--- src/rtl/instr_loader.sv ---
// instr_loader: write-side companion to the instruction memory.
// Accepts decoded instruction triples (op, r1, r2) over a valid/ready
// handshake, packs each one into a 9-bit word {op, r1, r2}, and writes
// the words to consecutive memory addresses starting at a programmable base.
//
// Ports:
//   clk        system clock, rising edge
//   reset      synchronous active-high reset
//   start      one-cycle load request, honoured only in IDLE
//   base_addr  first write address, sampled on accepted start
//   count      number of words to load (0..2**PC_BITS), sampled on accepted start
//   in_valid   source presents a triple
//   in_ready   loader accepts a triple this cycle (high in LOAD)
//   in_op/in_r1/in_r2  instruction fields
//   wr_en/wr_addr/wr_data  registered memory write port (one cycle after accept)
//   busy       high from accepted start through the done cycle (stalls fetch)
//   done       one-cycle completion pulse, coincides with the final write
//   wrap_err   sticky: write address wrapped with words still remaining
//   checksum   (INSTR_LOADER_CHECKSUM_EN only) running XOR of words written
//
// Optional feature macro: INSTR_LOADER_CHECKSUM_EN
module instr_loader #(
  parameter int PC_BITS   = 12,
  parameter int WORD_BITS = 9
) (
  input  logic                 clk,
  input  logic                 reset,
  input  logic                 start,
  input  logic [PC_BITS-1:0]   base_addr,
  input  logic [PC_BITS:0]     count,
  input  logic                 in_valid,
  output logic                 in_ready,
  input  logic [2:0]           in_op,
  input  logic [2:0]           in_r1,
  input  logic [2:0]           in_r2,
  output logic                 wr_en,
  output logic [PC_BITS-1:0]   wr_addr,
  output logic [WORD_BITS-1:0] wr_data,
  output logic                 busy,
  output logic                 done,
  output logic                 wrap_err
`ifdef INSTR_LOADER_CHECKSUM_EN
  ,
  output logic [WORD_BITS-1:0] checksum
`endif
);

  if (WORD_BITS != 9) begin : g_bad_word_bits
    $error("instr_loader: WORD_BITS must be 9 (3+3+3)");
  end

  typedef enum logic [1:0] {ST_IDLE, ST_LOAD, ST_DONE} state_t;

  state_t                 state_q, state_d;
  logic [PC_BITS-1:0]     addr_q, addr_d;
  logic [PC_BITS:0]       rem_q, rem_d;
  logic                   wr_en_q, wr_en_d;
  logic [PC_BITS-1:0]     wr_addr_q, wr_addr_d;
  logic [WORD_BITS-1:0]   wr_data_q, wr_data_d;
  logic                   wrap_q, wrap_d;
  logic [WORD_BITS-1:0]   word;
`ifdef INSTR_LOADER_CHECKSUM_EN
  logic [WORD_BITS-1:0]   cks_q, cks_d;
`endif

  assign word = {in_op, in_r1, in_r2};

  always_comb begin
    state_d   = state_q;
    addr_d    = addr_q;
    rem_d     = rem_q;
    wr_en_d   = 1'b0;
    wr_addr_d = wr_addr_q;
    wr_data_d = wr_data_q;
    wrap_d    = wrap_q;
`ifdef INSTR_LOADER_CHECKSUM_EN
    cks_d     = cks_q;
`endif
    unique case (state_q)
      ST_IDLE: begin
        if (start) begin
          addr_d  = base_addr;
          rem_d   = count;
          wrap_d  = 1'b0;
`ifdef INSTR_LOADER_CHECKSUM_EN
          cks_d   = '0;
`endif
          state_d = (count != '0) ? ST_LOAD : ST_DONE;
        end
      end
      ST_LOAD: begin
        if (in_valid) begin
          wr_en_d   = 1'b1;
          wr_addr_d = addr_q;
          wr_data_d = word;
          addr_d    = addr_q + PC_BITS'(1);
          rem_d     = rem_q - (PC_BITS+1)'(1);
          // Wrapping on the last word is a legitimate full-memory fill,
          // so the flag needs words still pending after this one.
          if (addr_q == '1 && rem_q != (PC_BITS+1)'(1)) wrap_d = 1'b1;
`ifdef INSTR_LOADER_CHECKSUM_EN
          cks_d     = cks_q ^ word;
`endif
          if (rem_q == (PC_BITS+1)'(1)) state_d = ST_DONE;
        end
      end
      ST_DONE: state_d = ST_IDLE;
      default: state_d = ST_IDLE;
    endcase
  end

  always_ff @(posedge clk) begin
    if (reset) begin
      state_q   <= ST_IDLE;
      addr_q    <= '0;
      rem_q     <= '0;
      wr_en_q   <= 1'b0;
      wr_addr_q <= '0;
      wr_data_q <= '0;
      wrap_q    <= 1'b0;
`ifdef INSTR_LOADER_CHECKSUM_EN
      cks_q     <= '0;
`endif
    end else begin
      state_q   <= state_d;
      addr_q    <= addr_d;
      rem_q     <= rem_d;
      wr_en_q   <= wr_en_d;
      wr_addr_q <= wr_addr_d;
      wr_data_q <= wr_data_d;
      wrap_q    <= wrap_d;
`ifdef INSTR_LOADER_CHECKSUM_EN
      cks_q     <= cks_d;
`endif
    end
  end

  assign in_ready = (state_q == ST_LOAD);
  assign done     = (state_q == ST_DONE);
  // busy rises combinationally with the accepted start so fetch stalls
  // in the very cycle the load is requested.
  assign busy     = (state_q == ST_IDLE) ? start : 1'b1;
  assign wr_en    = wr_en_q;
  assign wr_addr  = wr_addr_q;
  assign wr_data  = wr_data_q;
  assign wrap_err = wrap_q;
`ifdef INSTR_LOADER_CHECKSUM_EN
  assign checksum = cks_q;
`endif

endmodule

--- config.mk ---
export PLATFORM = sky130hd
export DESIGN_NAME = instr_loader
export DESIGN_NICKNAME = d
export VERILOG_FILES = /design/src/rtl/instr_loader.sv
export SDC_FILE = /design/constraint.sdc
export NUM_CORES = 1
export LEC_CHECK = 0
export ABC_CLOCK_PERIOD_IN_PS = 2000
export CAP_MARGIN = 20
export CORE_MARGIN = 8
export CORE_UTILIZATION = 49
export CTS_CLUSTER_SIZE = 16
export DETAILED_ROUTE_END_ITERATION = 10
export PLACE_DENSITY = 0.82
export SETUP_SLACK_MARGIN = 0.2
export SLEW_MARGIN = 20
export SYNTH_ARGS = -nofsm -noshare
export SYNTH_HDL_FRONTEND = slang
export SYNTH_SLANG_ARGS = --single-unit
--- constraint.sdc ---
create_clock -name clk -period 2 [get_ports clk]
set_clock_uncertainty 0.2 [all_clocks]
set_input_delay 0.4 -clock clk [delete_from_list [all_inputs] [get_ports clk]]
set_output_delay 0.4 -clock clk [all_outputs]
set_load 0.02 [all_outputs]
======== Yosys cells after proc, flatten, opt, wreduce, memory -nomap -nowiden ========
Cells that the tools add are included.
cells by class
  $add $sub $neg .......................... 2
  equal/unequal tests ..................... 9
  muxes and demuxes ....................... 17
  bitwise logic cells ..................... 1
  reduce and logical (&&, ||, !) cells .... 9
operators by type and width
  cell                     count
  $mux W13                 2
  $pmux W13 S2             1
  $mux W12                 2
  $pmux W12 S2             1
  $eq A13 B1 Y1 const B    1
  $ne A13 B1 Y1 const B    1
  $reduce_bool A13 Y1      1
  $sub A13 B1 Y13 const B  1
  $add A12 B1 Y12 const B  1
  $eq A12 B12 Y1 const B   1
  $mux W2                  4
  $reduce_and A3 Y1        2
  $mux W1                  5
  $ne A2 B1 Y1 const B     2
  $ne A2 B2 Y1 const B     2
  $pmux W2 S2              1
  $reduce_and A4 Y1        1
  $eq A2 B1 Y1 const B     1
  $eq A2 B2 Y1 const B     1
  $logic_not A2 Y1         1
  $pmux W1 S2              1
  $reduce_and A2 Y1        1
  $reduce_bool A2 Y1       1
  $reduce_or A2 Y1         1
  2 further kinds          2
word-level totals
  bits in registers ....................... 50
  input bits .............................. 38
  output and inout bits ................... 26

======== Logic depth before layout (Yosys ltp) ========
  word-level depth ........................ 5
  gate-level depth with buffers ........... 7
  gate-level depth less buffers ........... 6

======== Worst setup path before layout ========
Ideal clock, no wire load.
  kind .................................... register to register
  from .................................... reg rem_q[0]
  to ...................................... reg rem_q[6]
  arrival ................................. 1.484 ns
  required time ........................... 1.699 ns
  slack ................................... 0.215 ns
  stages on the path, launching flop included .. 7
  path buffers ............................ 0
  period minus slack after synthesis ...... 1.785 ns
  cells stage by stage .................... dfxtp_1 > inv_1 > ha_1 > or3b_1 > nor4_1 > nor3_1 > o41ai_1
on the way
  cells in the longest elaborated chain, start to end .. 3
RTL lines
  item                    RTL line  source
  start, declared         56        logic [PC_BITS:0] rem_q, rem_d;
  start signal, assigned  127       rem_q <= rem_d;
  $sub A13 B1 Y13         97        rem_d = rem_q - (PC_BITS+1)'(1);
  $mux W13                92        if (in_valid) begin
  $pmux W13 S2            79        unique case (state_q)
No other way between the ends. The select of a mux whose other input is x is not followed.
A chain may end at the register's enable or synchronous reset.

======== Final worst setup path ========
  from .................................... reg state_q[1]
  to ...................................... out busy
on the way
  cells in the longest elaborated chain, start to end .. 2
RTL lines
  item                    RTL line  source
  start, declared         54        state_t state_q, state_d;
  start signal, assigned  125       state_q <= state_d;
  $logic_not A2 Y1        142       assign busy = (state_q == ST_IDLE) ? start : 1'b1;
  $mux W1                 142
  end, declared           39        output logic busy,
No other way between the ends.

==> tab_implementation.tex <==
\begin{tabular}{lr}
\hline
Metric & Value \\
\hline
\multicolumn{2}{l}{\textbf{Min path}} \\
\quad Class of the worst hold path & flip-flop to flip-flop \\
\quad Start point of the worst hold path & wr\_data[5] \\
\multicolumn{2}{l}{\textbf{Clock tree}} \\
\quad Clock slew at reported path FFs & around 0.090 ns \\
\quad Number of clock sinks & 50 \\
\quad TritonCTS clock tree & done \\
\quad Later-pin clock latency in the skew report & between 0.3 and 0.4 ns \\
\quad Cell at the root of the clock tree & clkbuf\_8 \\
\quad Depth of the CTS H-tree & 2 \\
\quad CTS Buffer Depth & 2 \\
\quad Hold-fix buffers at CTS & 0 \\
\quad Clock buffer count from CTS & 5 \\
\multicolumn{2}{l}{\textbf{Setup path}} \\
\quad Worst setup startpoint & state\_q[1] \\
\quad Worst Setup Path Type & flip-flop to output pin \\
\quad Worst R2R Start & addr\_q[1] \\
\quad Arrival @ worst endpoint & approximately 1.2 ns \\
\quad Largest fanout on the critical path & 5 \\
\quad CP max stage cell & dfxtp\_4 \\
\quad Critical Path Source Type & flip-flop \\
\quad Slowest Stage Delay on Critical Path & 0.39 ns \\
\quad Ordered list of cells on the worst path & or3\_4, buf\_6 \\
\quad Required time at the endpoint of the critical path & approximately 1.4 ns \\
\quad Element type at the critical path end & output pin \\
\multicolumn{2}{l}{\textbf{Layout}} \\
\quad Final std cells w/o fill & slightly below 500 \\
\quad Most frequent cells in the layout & nand2\_1 (62), dfxtp\_1 (44), clkdlybuf4s50\_1 (35) \\
\quad Proportion of layout cells with a drive suffix above 1 & 0.225 \\
\quad Final design instance area without fill & 3750 sq um \\
\quad Total Nets Final & 453 \\
\quad Number of inserted diodes & 0 \\
\quad Most frequent standard cell in the layout excluding fill and tap cells & nand2\_1 \\
\quad Relative area change from synthesis to final layout & 47.4\% \\
\multicolumn{2}{l}{\textbf{STA}} \\
\quad Sum Neg Setup Slack & 0 ns \\
\quad Hold Vio Cnt, Final & 0 \\
\quad Unrepaired setup endpoints after global routing & true \\
\quad Worst-margin pin slew & around 0.42 ns \\
\quad Setup violation total in the final timing report & 0 \\
\quad Post-layout min period & between 1.5 and 2 ns \\
\quad Final worst path period share & 0.912 \\
\quad Rel. slew slack & 0.718 \\
\quad Max frequency & approximately 550 MHz \\
\quad Max Slew Vio Count & 0 \\
\multicolumn{2}{l}{\textbf{Synthesis}} \\
\quad Post-Synthesis Net Count & $\sim$370 \\
\quad Post-synth cell types & 53 \\
\quad Prevailing post-synth register cell & dfxtp\_1 \\
\quad Portion of the post-synthesis area used by sequential elements & 0.394 \\
\quad Share of synthesized area spent on multiplexers & 0.0177 \\
\quad XOR/XNOR Fraction of Synth Area & 0 \\
\quad Avg Cell Area, Syn & 7.83 sq um \\
\quad Fraction of registers with async set/reset & 0 \\
\quad Largest family of logic cells by synthesized area & simple AND/OR/NAND/NOR gates \\
\quad Flops \& latches, synth & 50 \\
\quad Complex-gate fraction of the synthesized area & 0.257 \\
\quad Fraction of the mapped netlist area in adder cells & 0.0148 \\
\quad Post-synthesis instance area & 2540 sq um \\
\quad Post-synth EDFFs & 0 \\
\quad Basic-gate share of the synthesized area counting and, or, nand and nor cells & 0.263 \\
\quad Mapped Cells & about 330 \\
\quad Number of warnings reported in the yosys synthesis log & 0 \\
\multicolumn{2}{l}{\textbf{Floorplan}} \\
\quad Core footprint & 5070 sq um \\
\quad Vert. Die Dim & slightly below 90 um \\
\quad Starting Density & 0.501 \\
\quad Width of the die & 88.1 um \\
\quad Die area & slightly below 8000 sq um \\
\quad Num ports & 64 \\
\quad Core Rows & 26 \\
\multicolumn{2}{l}{\textbf{Power and ir drop}} \\
\quad Leakage power figure & about 1.5 nW \\
\quad Worst VDD drop & 0.501 mV \\
\quad Power density over cell area & approximately 760 nW/um\^{}2 \\
\quad Total power & roughly 2.8 mW \\
\multicolumn{2}{l}{\textbf{Route}} \\
\quad Routed length per placed instance & about 17 um \\
\quad Number of detailed-route iterations in the first pass & 4 \\
\quad Final ANT Viol Nets & 0 \\
\quad Count of vias placed by the detailed router & $\sim$2,900 \\
\quad DRC violation total after the first TritonRoute iteration & around 160 \\
\quad Routed via count divided by cell count & 5.95 \\
\quad DR DRC count & 0 \\
\quad Total wire length after detailed routing & slightly above 8000 um \\
\multicolumn{2}{l}{\textbf{Status}} \\
\quad Outcome & finished clean \\
\multicolumn{2}{l}{\textbf{Placed design}} \\
\quad Port Buf Inserts & 63 \\
\quad DP HPWL & 5490 um \\
\quad Total placed instance area & around 3400 sq um \\
\quad Final weighted congestion in routability-driven placement & 0.883 \\
\quad Placed Instances & approximately 470 \\
\multicolumn{2}{l}{\textbf{Global route}} \\
\quad Largest net degree at the start of global routing & 35 \\
\quad Global-route wire length before repair & between 10,000 and 15,000 um \\
\quad GRT Util Overall & 0.201 \\
\quad Vias in the first global route & $\sim$2,600 \\
\quad Antenna violations before repair & 0 \\
\quad Overflow left after global routing & 0 \\
\multicolumn{2}{l}{\textbf{Job}} \\
\quad Number of violations of the max-capacitance limit & 0 \\
\hline
\end{tabular}
-- through the flow --
step	hold WS [ns]	utilization	worst slack (ns)
global placement	0.241	0.666	-0.357
CTS	0.256	0.688	0.177
finish	0.255	0.739	0.177
detailed placement	0.246	0.666	-0.353
global route	0.279	0.739	0.140
floorplan	0.232	-	0.215
-- sequential cells by signal (all words and copies together) (netlist names) --
signal and cells:
wrap_err 1, state_q 2, rem_q 13, wr_addr 12
wr_data 9, wr_en 1, addr_q 12
-- layer usage --
| layer | part of all wire | vias up | GRT usage |
|---|---|---|---|
| li1 | - | 1374 | - |
| met1 | 0.40 | 1361 | 0.223 |
| met2 | 0.50 | 119 | 0.355 |
| met3 | 0.074 | 18 | 0.0450 |
| met4 | 0.023 | 0 | 0.0906 |
| met5 | 0 | - | 0 |
-- synth_stat cells (all sizes together), types with 2 or more instances --
| master | count | area share |
|---|---|---|
| nand2 | 66 | 0.097 |
| dfxtp | 50 | 0.39 |
| a21oi | 42 | 0.083 |
| nor2 | 18 | 0.028 |
| buf | 14 | 0.030 |
| nor3 | 14 | 0.034 |
| a211oi | 10 | 0.030 |
| nand3 | 10 | 0.020 |
| o21ai | 10 | 0.020 |
| clkbuf | 9 | 0.013 |
| inv | 8 | 0.012 |
| nor4 | 7 | 0.020 |
| nand2b | 5 | 0.012 |
| o22ai | 5 | 0.012 |
| a311oi | 4 | 0.014 |
| a31oi | 4 | 0.0098 |
| nand4 | 4 | 0.0098 |
| o221a | 4 | 0.018 |
| o32ai | 4 | 0.014 |
| ha | 3 | 0.015 |
| mux2i | 3 | 0.013 |
| or3 | 3 | 0.0074 |
| a221oi | 2 | 0.0069 |
| a32oi | 2 | 0.0069 |
| nand3b | 2 | 0.0059 |
| o221ai | 2 | 0.0069 |
-- power breakdown --
group / internal [mW] / switching, mW
logic: 0.447 / 0.452
clock network: 0.374 / 0.356
registers: 1.09 / 0.124
total: 1.91 / 0.933
-- layout make-up --
type / instances / area, sq um
Timing Repair Buffer: 103 / 965
Fill cell: 398 / 1330
Sequential cell: 50 / 1020
Clock inverter: 2 / 37.5
Inverter: 8 / 32.5
Tap cell: 70 / 87.6
Multi-Input combinational cell: 244 / 1540
Clock buffer: 6 / 72.6
-- worst max-delay path, delay by kind of cell, from the launching register on --
kind / cells / cell delay (ns)
AND/OR/NAND/NOR: 1 / 0.38
flip-flops: 1 / 0.39
buffers and inverters: 1 / 0.14
-- kinds of logic after synthesis --
logic type / Yosys count
mux: 4
fa+ha+maj: 3
buf+inv: 31
compound gates: 100
flops: 50
simple gates: 137
-- repair_timing --
| item | in CTS | in global routing |
|---|---|---|
| buffers inserted | 0 | 8 |
| cloned | 0 | 2 |
| setup endpoints to repair | 58 | 42 |
| pin swaps | 2 | 11 |
| resized for setup | 51 | 44 |
-- final timing paths --
check / endpoint / slack, ns / cells after the start
worst max register to register: addr_q[10] / 0.21 / 5
worst min-delay path: wr_data[5] / 0.25 / 2
worst min register to register: wr_data[5] / 0.25 / 2
worst max-delay path: busy / 0.18 / 2
Power figures use the tool's default switching activity.
